--- src/rtl/cast2verilog_reset_pkg.sv ---
// Shared types and helpers for the behavioural reset sequencer.
package cast2verilog_reset_pkg;

    localparam int unsigned MIN_SYNC_STAGES = 2;

    typedef enum logic [1:0] {
        S_RESET = 2'd0,
        S_HOLD  = 2'd1,
        S_START = 2'd2,
        S_RUN   = 2'd3
    } seq_state_e;

    // Width able to hold max(a,b)-1 with one spare bit so the counter never wraps.
    function automatic int cnt_width(input int a, input int b);
        int m;
        m = (a > b) ? a : b;
        if (m < 1) m = 1;
        return $clog2(m) + 1;
    endfunction

endpackage

--- src/rtl/beh_reset_sync.sv ---
// Multi-stage flop synchronizer for a raw, asynchronous vector; clears to 0.
module beh_reset_sync
    import cast2verilog_reset_pkg::*;
#(
    parameter int unsigned WIDTH  = 1,
    parameter int unsigned STAGES = MIN_SYNC_STAGES
) (
    input  logic             clk,
    input  logic             clear,
    input  logic [WIDTH-1:0] d,
    output logic [WIDTH-1:0] q
);

    logic [STAGES-1:0][WIDTH-1:0] stg_q;

    always_ff @(posedge clk) begin
        if (clear) begin
            stg_q <= '0;
        end else begin
            stg_q <= {stg_q[STAGES-2:0], d};
        end
    end

    assign q = stg_q[STAGES-1];

endmodule

--- src/rtl/beh_reset_sequencer.sv ---
// Synchronizes the upstream reset/start/delay vector and releases resets, then starts, in order.
// Optional watchdog: define CAST2VERILOG_RESET_SEQ_WATCHDOG_EN to add the timeout port.
module beh_reset_sequencer
    import cast2verilog_reset_pkg::*;
#(
    parameter int unsigned RESETS      = 1,
    parameter int unsigned STARTS      = 0,
    parameter int unsigned DELAYS      = 0,
    parameter int unsigned SYNC_STAGES = 2,
    parameter int unsigned RESET_HOLD  = 4,
    parameter int unsigned START_GAP   = 2,
    parameter int unsigned WDOG_CYCLES = 1024
) (
    input  logic                                      clk,
    input  logic                                      reset,
    input  logic [RESETS+STARTS+DELAYS-1:0]           in_reset_n,
    output logic [RESETS-1:0]                         out_reset_n,
    output logic [((STARTS > 0) ? STARTS : 1)-1:0]    out_start_n,
    output logic [((DELAYS > 0) ? DELAYS : 1)-1:0]    out_delay_n,
    output logic                                      ready
`ifdef CAST2VERILOG_RESET_SEQ_WATCHDOG_EN
    ,
    output logic                                      timeout
`endif
);

    localparam int unsigned TW       = RESETS + STARTS + DELAYS;
    localparam int unsigned SW       = (STARTS > 0) ? STARTS : 1;
    localparam int unsigned DW       = (DELAYS > 0) ? DELAYS : 1;
    localparam int unsigned CW       = cnt_width(RESET_HOLD, START_GAP);
    localparam int unsigned IW       = (SW > 1) ? $clog2(SW) : 1;
    localparam int unsigned LAST_IDX = (STARTS > 0) ? STARTS - 1 : 0;

    // Absent start/delay lanes idle high so the outputs read as tied to 1.
    localparam logic [SW-1:0] START_IDLE = {SW{STARTS == 0}};
    localparam logic [DW-1:0] DELAY_IDLE = {DW{DELAYS == 0}};

    if (SYNC_STAGES < MIN_SYNC_STAGES) begin : g_chk_sync
        $error("beh_reset_sequencer: SYNC_STAGES must be >= %0d", MIN_SYNC_STAGES);
    end
    if (RESET_HOLD < 1) begin : g_chk_hold
        $error("beh_reset_sequencer: RESET_HOLD must be >= 1");
    end
    if (START_GAP < 1) begin : g_chk_gap
        $error("beh_reset_sequencer: START_GAP must be >= 1");
    end
    if (WDOG_CYCLES < 1) begin : g_chk_wdog
        $error("beh_reset_sequencer: WDOG_CYCLES must be >= 1");
    end

    logic [TW-1:0] sync_q;
    logic [SW-1:0] start_sync;
    logic [DW-1:0] delay_sync;
    logic          rst_ok;

    beh_reset_sync #(
        .WIDTH  (TW),
        .STAGES (SYNC_STAGES)
    ) u_sync (
        .clk   (clk),
        .clear (reset),
        .d     (in_reset_n),
        .q     (sync_q)
    );

    assign rst_ok = &sync_q[RESETS-1:0];

    if (STARTS > 0) begin : g_start_sync
        assign start_sync = sync_q[RESETS +: STARTS];
    end else begin : g_no_start_sync
        assign start_sync = '1;
    end

    if (DELAYS > 0) begin : g_delay_sync
        assign delay_sync = sync_q[RESETS+STARTS +: DELAYS];
    end else begin : g_no_delay_sync
        assign delay_sync = '1;
    end

    seq_state_e    state_q, state_d;
    logic [CW-1:0] cnt_q, cnt_d;
    logic [IW-1:0] idx_q, idx_d;
    logic [RESETS-1:0] rst_q, rst_d;
    logic [SW-1:0] start_q, start_d;
    logic [DW-1:0] delay_q, delay_d;
    logic          ready_d;
    logic          cur_start;
    logic          abort;

    // Next-state and next-output logic.
    always_comb begin
        state_d   = state_q;
        cnt_d     = cnt_q;
        idx_d     = idx_q;
        rst_d     = rst_q;
        start_d   = start_q;
        cur_start = 1'b0;
        abort     = 1'b0;

        for (int i = 0; i < int'(SW); i++) begin
            if (idx_q == IW'(i)) cur_start = start_sync[i];
        end

        // Losing a reset bit, or a start bit already released, forces a full re-sequence.
        abort = (state_q != S_RESET) && (!rst_ok || (|(start_q & ~start_sync)));

        if (abort) begin
            state_d = S_RESET;
            cnt_d   = '0;
            idx_d   = '0;
            rst_d   = '0;
            start_d = START_IDLE;
        end else begin
            unique case (state_q)
                S_RESET: begin
                    cnt_d   = '0;
                    idx_d   = '0;
                    rst_d   = '0;
                    start_d = START_IDLE;
                    if (rst_ok) state_d = S_HOLD;
                end
                S_HOLD: begin
                    if (cnt_q == CW'(RESET_HOLD - 1)) begin
                        rst_d   = '1;
                        cnt_d   = '0;
                        state_d = (STARTS > 0) ? S_START : S_RUN;
                    end else begin
                        cnt_d = cnt_q + CW'(1);
                    end
                end
                S_START: begin
                    if (cnt_q != CW'(START_GAP - 1)) begin
                        cnt_d = cnt_q + CW'(1);
                    end else if (cur_start) begin
                        for (int i = 0; i < int'(SW); i++) begin
                            if (idx_q == IW'(i)) start_d[i] = 1'b1;
                        end
                        cnt_d = '0;
                        if (idx_q == IW'(LAST_IDX)) begin
                            idx_d   = '0;
                            state_d = S_RUN;
                        end else begin
                            idx_d = idx_q + IW'(1);
                        end
                    end
                end
                S_RUN: begin
                end
                default: begin
                    state_d = S_RESET;
                end
            endcase
        end

        ready_d = (state_d == S_RUN);
        delay_d = (state_d == S_RUN) ? delay_sync : DELAY_IDLE;
    end

    // State and output registers.
    always_ff @(posedge clk) begin
        if (reset) begin
            state_q <= S_RESET;
            cnt_q   <= '0;
            idx_q   <= '0;
            rst_q   <= '0;
            start_q <= START_IDLE;
            delay_q <= DELAY_IDLE;
            ready   <= 1'b0;
        end else begin
            state_q <= state_d;
            cnt_q   <= cnt_d;
            idx_q   <= idx_d;
            rst_q   <= rst_d;
            start_q <= start_d;
            delay_q <= delay_d;
            ready   <= ready_d;
        end
    end

    assign out_reset_n = rst_q;
    assign out_start_n = start_q;
    assign out_delay_n = delay_q;

`ifdef CAST2VERILOG_RESET_SEQ_WATCHDOG_EN
    localparam int unsigned WW = $clog2(WDOG_CYCLES + 1);

    logic [WW-1:0] wdog_q, wdog_d;
    logic          timeout_d;

    // Saturating count of cycles spent outside S_RUN; flag latches until S_RUN entry.
    always_comb begin
        wdog_d    = wdog_q;
        timeout_d = timeout;
        if (state_d == S_RUN) begin
            wdog_d    = '0;
            timeout_d = 1'b0;
        end else if (state_q != S_RUN) begin
            if (wdog_q == WW'(WDOG_CYCLES)) begin
                timeout_d = 1'b1;
            end else begin
                wdog_d = wdog_q + WW'(1);
            end
        end
    end

    always_ff @(posedge clk) begin
        if (reset) begin
            wdog_q  <= '0;
            timeout <= 1'b0;
        end else begin
            wdog_q  <= wdog_d;
            timeout <= timeout_d;
        end
    end
`endif

endmodule

--- config.mk ---
export PLATFORM = sky130hd
export DESIGN_NAME = beh_reset_sequencer
export DESIGN_NICKNAME = d
export VERILOG_FILES = /design/src/rtl/cast2verilog_reset_pkg.sv /design/src/rtl/beh_reset_sync.sv /design/src/rtl/beh_reset_sequencer.sv
export SDC_FILE = /design/constraint.sdc
export NUM_CORES = 1
export LEC_CHECK = 0
export ABC_AREA = 0
export CAP_MARGIN = 10
export CORE_AREA = 2 2 39 41
export CTS_CLUSTER_SIZE = 28
export DETAILED_ROUTE_END_ITERATION = 6
export DIE_AREA = 0 0 41 43
export PLACE_DENSITY = 0.66
export RECOVER_POWER = 100
export REMOVE_ABC_BUFFERS = 1
export SYNTH_ARGS = -nofsm -noshare
export SYNTH_HDL_FRONTEND = slang
export SYNTH_HIERARCHICAL = 1
export SYNTH_SLANG_ARGS = --single-unit
--- constraint.sdc ---
create_clock -name clk -period 4 [get_ports clk]
set_input_delay 0.8 -clock clk [delete_from_list [all_inputs] [get_ports clk]]
set_output_delay 0.8 -clock clk [all_outputs]
set_load 0.01 [all_outputs]
==> impl_metrics.json, run 1 <==
{
  "rsz0062_at_grt": "false",
  "hold-path-endpoint": "u_sync/q",
  "cp_max_fo": 2,
  "crit_chain": "dlygate4sd3_1",
  "r2r_cells": 5,
  "fp.dieW_um": 41,
  "leakagePower_nw": 0.2817,
  "cp-start-kind": "flop",
  "drcViolationCount": 0,
  "crit_path_max_incr_delay_ns": 0.60,
  "worstSetupEndpointType": "primary output",
  "wire_per_inst_um": 10.52,
  "worstSetupPathType": "flop to primary output",
  "grt_overflow": 0,
  "h-tree-depth": 1,
  "syn_area_per_cell_um2": 8.722,
  "core_area_um2": 1384,
  "slew_violations": 0,
  "drt_iter0_markers": 3,
  "critPathBufInv": 1,
  "ys_types": 22,
  "p_comb_frac": 0.167,
  "synthCells": 68,
  "crit_arrival_ns": 1.17,
  "holdPathStages": 1,
  "worstReg2RegEnd": "cnt_q[1]",
  "path_clk_slew_ns": 0.06,
  "rows": 14,
  "internal-power_mw": 0.1726,
  "power_frac_seq": 0.458,
  "port_buffers": 4,
  "drv_cap": 0,
  "r2r_start": "state_q[0]",
  "outcome": "completed",
  "drtPass1Iterations": 3,
  "first_global_vias": 375,
  "pwr_density_cell_nw_per_um2": 347.0,
  "cp_top_family": "buffers and inverters",
  "clk_latency_ns": 0.26,
  "final_cell_mix": "ha_1 (10), dfxtp_1 (10), nor2_1 (9)",
  "critical_path.slowest_cell": "dlygate4sd3_1",
  "worstHoldStart": "u_sync/stg_q[0]",
  "vias": 438,
  "setup_tns_ns": 0,
  "ant_nets": 0,
  "fin_worst_skew_ns": 0.001267,
  "cts_sinks": 10,
  "track_usage": 0.1339,
  "cts_tree": "yes",
  "place_inst": 86,
  "yosysSeqAreaShare": 0.3376,
  "r2r_slack_ns": 2.35,
  "gp_congestion": 0.6941,
  "hp-class": "flop to flop",
  "nets": 88,
  "nFillCells": 139,
  "layout-drive-gt1-share": 0.08108,
  "die_h_um": 43,
  "cts_resized": 0,
  "period_needed_ns": 1.975,
  "cp.required_ns": 3.20,
  "ys_ff_latch": 10,
  "vias_per_cell": 4.867,
  "clock.fmax_mhz": 506.4,
  "p_switching_mw": 0.06105,
  "die_area_um2": 1763,
  "drt-total-wl_um": 947,
  "setup_viol": 0,
  "sw_frac_of_total": 0.2613,
  "cts_buffer_depth": 2,
  "grt_antenna_before_repair": 0,
  "clockPowerShare": 0.375,
  "dp.final_hpwl_um": 755.6,
  "worst_ir_drop_vdd_mv": 0.1922,
  "yosysWarningCount": 6,
  "grt_pass1_wl_um": 1545,
  "finalHoldViolations": 0,
  "cts_made_buffers": 3,
  "io_pins": 7,
  "hold_buffers": 0,
  "stdcell_count": 90,
  "cts_setup_buffers": 0,
  "period_share": 0.4937,
  "syn-cell-area_um2": 593.1,
  "n_antenna_cell": 0,
  "grt_max_degree": 7,
  "area_growth_pct": 13.50,
  "start_util": 0.4286,
  "cts_root_buf": "clkbuf_4"
}
## cell usage after synthesis
cell      number  share of area
dfxtp_1       10           0.34
ha_1          10           0.21
nor2_1         9          0.057
inv_1          8          0.051
a21oi_1        5          0.042
o21ai_0        5          0.042
nand2_1        3          0.019
buf_4          2          0.025
nand3b_1       2          0.025
nor2b_1        2          0.021
a22o_1         1          0.015
a32o_1         1          0.017
a32oi_1        1          0.015
a41oi_1        1          0.015
buf_2          1         0.0084
conb_1         1         0.0063
nand2b_4       1          0.023
nor3_1         1         0.0084
nor3b_1        1          0.013
o22ai_1        1          0.011
o32ai_2        1          0.027
or2_0          1          0.011
## cell type report
cell class	instances	area (um^2)	share of cell area
Timing Repair Buffer	4	40.04	0.05948
Tap cell	16	20.02	0.02974
Inverter	8	30.03	0.04461
Multi-Input combinational cell	48	346.6	0.5149
Clock buffer	4	36.28	0.05390
Sequential cell	10	200.2	0.2974
## registers in the layout (all words and copies together), names as in the netlist
signal	flops
state_q	2
idx_q	1
cnt_q	3
ready	1
out_reset_n	1
u_sync/stg_q	1
u_sync/q	1
## metal layers
layer  vias to the layer above  global-route usage  part of all wire
met5                         -                   0                 0
met4                         0              0.1000            0.0084
met3                         2             0.04712             0.029
met2                         6              0.1531              0.41
met1                       193              0.1948              0.56
li1                        237                   -                 -
## worst reg2reg max path, delay by kind of cell, from the launching register on
| family | cells | cell delay, ns |
|---|---|---|
| flops | 1 | 0.44 |
| fa+ha+maj | 1 | 0.28 |
| compound gates | 2 | 0.56 |
| simple gates | 1 | 0.16 |
| buf+inv | 1 | 0.13 |
## power groups by stage
stage	combinational, mW	sequential [mW]	clock [mW]
final	0.0390	0.107	0.0876
after global routing	0.0435	0.108	0.0994
after floorplan	0.0296	0.108	0
after detailed placement	0.0388	0.109	0
after CTS	0.0391	0.107	0.0914
after global placement	0.0389	0.109	0
## per-stage QoR
step | setup WS [ns] | utilization | total power [mW] | cell area, um^2 | hold slack (ns)
after global placement | 2.046 | 0.4602 | 0.1481 | 636.9 | 0.4458
after CTS | 2.074 | 0.4864 | 0.2376 | 673.1 | 0.4592
after global routing | 1.973 | 0.4864 | 0.2504 | 673.1 | 0.4724
final | 2.025 | 0.4864 | 0.2336 | 673.1 | 0.4556
after floorplan | 2.572 | - | 0.1376 | 576.8 | 0.4138
after detailed placement | 2.021 | 0.4602 | 0.1481 | 636.9 | 0.4434
## worst max path at each step
stage | from | end | slack, ns | cells after the start
after global routing | out_reset_n | out_reset_n | 1.97 | 1
after global placement | reset | cnt_q[1] | 2.05 | 3
after floorplan | reset | cnt_q[1] | 2.57 | 2
final | out_reset_n | out_reset_n | 2.03 | 1
after detailed placement | reset | cnt_q[1] | 2.02 | 3
after CTS | out_reset_n | out_reset_n | 2.07 | 1
## kinds of logic (layout without fill, tap and decap cells)
logic type | count (synthesis) | after routing | share of synthesized area
other | 1 | 2 | 0.006323
flip-flops | 10 | 10 | 0.3375
AND/OR/NAND/NOR | 20 | 20 | 0.1772
AO/OA/AOI/OAI | 16 | 16 | 0.1836
buffers and inverters | 11 | 16 | 0.08437
adder cells (fa/ha/maj) | 10 | 10 | 0.2110
Note: power is estimated with default switching activity, not from simulation.
==> run 2: changes to the inputs <==
==> constraint.sdc (replaced) <==
create_clock -name clk -period 2 [get_ports clk]
set_input_delay 0.4 -clock clk [delete_from_list [all_inputs] [get_ports clk]]
set_output_delay 0.4 -clock clk [all_outputs]
set_load 0.01 [all_outputs]
==> run 2 against run 1 <==
  * Routed wire length is 3.8% higher
  * Via count up 5.3%
  * Sequential share of layout area unchanged
  * First-iteration DRC count increased by 100%
  * Power grew 110%
  * Non-clock buffer count is the same
  * Critical path depth grew 4
  * Global-route usage up 0.96 points
  * Final cell count did not move
  * Combinational power increased by 110%
  * Sequential power increased by 99%
  * Critical endpoint is now cnt_q[1]
==> impl_metrics.json, run 2 (synthesized netlist as in run 1, its figures left out) <==
{
  "port_buffers": 4,
  "r2r_start": "state_q[0]",
  "grt_pass1_wl_um": 1614,
  "placed_area_um2": 636.9,
  "vias_per_cell": 5.122,
  "drt-total-wl_um": 983,
  "drt_iter0_markers": 6,
  "crit_arrival_ns": 1.80,
  "period_share": 0.8063,
  "clock.fmax_mhz": 620.1,
  "worstSetupPathType": "flop to flop",
  "start_util": 0.4286,
  "fin_worst_skew_ns": 0.006576,
  "pwr_density_cell_nw_per_um2": 711.6,
  "track_usage": 0.1436,
  "cts_tree": "yes",
  "clk_latency_ns": 0.27,
  "cts_buffer_depth": 2,
  "cp.required_ns": 2.18,
  "largest_reg_flops": 3,
  "preCtsSetupSlack_ns": 0.4022,
  "drtPass1Iterations": 4,
  "area_growth_pct": 13.50,
  "outcome": "completed",
  "dp.final_hpwl_um": 793.5,
  "worstSetupEndpointType": "flop",
  "setup_viol": 0,
  "drv_cap": 0,
  "ant_nets": 0,
  "rows": 14,
  "final_cell_area_um2": 673.1,
  "gp_congestion": 0.7885,
  "grt_antenna_before_repair": 0,
  "regMostFlops": "cnt_q",
  "crit_end": "cnt_q[1]",
  "worst_ir_drop_vdd_mv": 0.3121,
  "fp.dieW_um": 41,
  "leakagePower_nw": 0.2817,
  "drcViolationCount": 0,
  "grt_overflow": 0,
  "r2r_slack_ns": 0.39,
  "grt_max_degree": 7,
  "n_antenna_cell": 0,
  "cp_max_fo": 6,
  "slew_violations": 0,
  "reg_top3": "cnt_q: 3 flops, state_q: 2 flops",
  "layout-drive-gt1-share": 0.08108,
  "cts_sinks": 10,
  "cts_setup_buffers": 0,
  "path_clk_slew_ns": 0.07,
  "die_area_um2": 1763,
  "nFillCells": 138,
  "wire_per_inst_um": 10.92,
  "cts_made_buffers": 3,
  "timing.hold.ws_ns": 0.4563,
  "hp-class": "flop to flop",
  "h-tree-depth": 1,
  "setup_tns_ns": 0,
  "finalHoldViolations": 0,
  "io_pins": 7,
  "final_cell_mix": "ha_1 (10), dfxtp_1 (10), nor2_1 (9)",
  "hold_buffers": 0,
  "vias": 461,
  "r2r_cells": 5,
  "core_area_um2": 1384,
  "period_needed_ns": 1.613,
  "die_h_um": 43,
  "cts_root_buf": "clkbuf_4",
  "startpoint": "state_q[0]",
  "worstReg2RegEnd": "cnt_q[1]",
  "nets": 88,
  "first_global_vias": 404,
  "setup_ws_ns": 0.3874,
  "cts_resized": 0,
  "cp-start-kind": "flop",
  "rsz0062_at_grt": "false"
}
==> run 2: cell counts in the layout (fill, tap and decap cells not counted) <==
Identical to the previous run, type by type.
==> run 2: metrics by stage <==
stage                     power, mW    util  instances
after floorplan              0.2752       -         66
after global placement       0.2944  0.4602         86
after detailed placement     0.2964  0.4602         86
after CTS                    0.4856  0.4864         90
after global routing         0.5036  0.4864         90
final                        0.4790  0.4864         90
==> run 2: final cells by class <==
class / count / area, um^2 / area share
clock buffers: 4 / 36.28 / 0.05390
inverters: 8 / 30.03 / 0.04461
multi-input cells: 48 / 346.6 / 0.5149
flip-flops and latches: 10 / 200.2 / 0.2974
well taps: 16 / 20.02 / 0.02974
repair buffers: 4 / 40.04 / 0.05948
==> run 2: power breakdown <==
part	switching, mW	total [mW]	internal (mW)
Sequential	0.00788	0.213	0.205
Clock	0.0750	0.186	0.111
Combinational	0.0507	0.0800	0.0293
==> run 2: worst max-delay path, stage by stage, from the launching register on <==
cell,delay (ns)
dfxtp_1,0.43
inv_1,0.13
ha_1,0.27
a41oi_1,0.40
nand2_1,0.16
o32ai_2,0.13
==> run 2: worst min-delay path by stage <==
stage	from	endpoint	slack, ns	depth (start not counted)
CTS	u_sync/stg_q[0]	u_sync/q	0.46	1
detailed placement	u_sync/stg_q[0]	u_sync/q	0.44	1
global placement	u_sync/stg_q[0]	u_sync/q	0.45	1
global route	u_sync/stg_q[0]	u_sync/q	0.47	1
finish	u_sync/stg_q[0]	u_sync/q	0.46	1
floorplan	u_sync/stg_q[0]	u_sync/q	0.41	1
==> run 2: layer usage <==
| metal | track usage | vias up | wire (um) | part of all wire |
|---|---|---|---|---|
| li1 | - | 238 | - | - |
| met1 | 0.1776 | 213 | 452 | 0.46 |
| met2 | 0.1906 | 8 | 489 | 0.50 |
| met3 | 0.04712 | 2 | 32 | 0.033 |
| met4 | 0.1200 | 0 | 9 | 0.0092 |
| met5 | 0 | - | 0 | 0 |
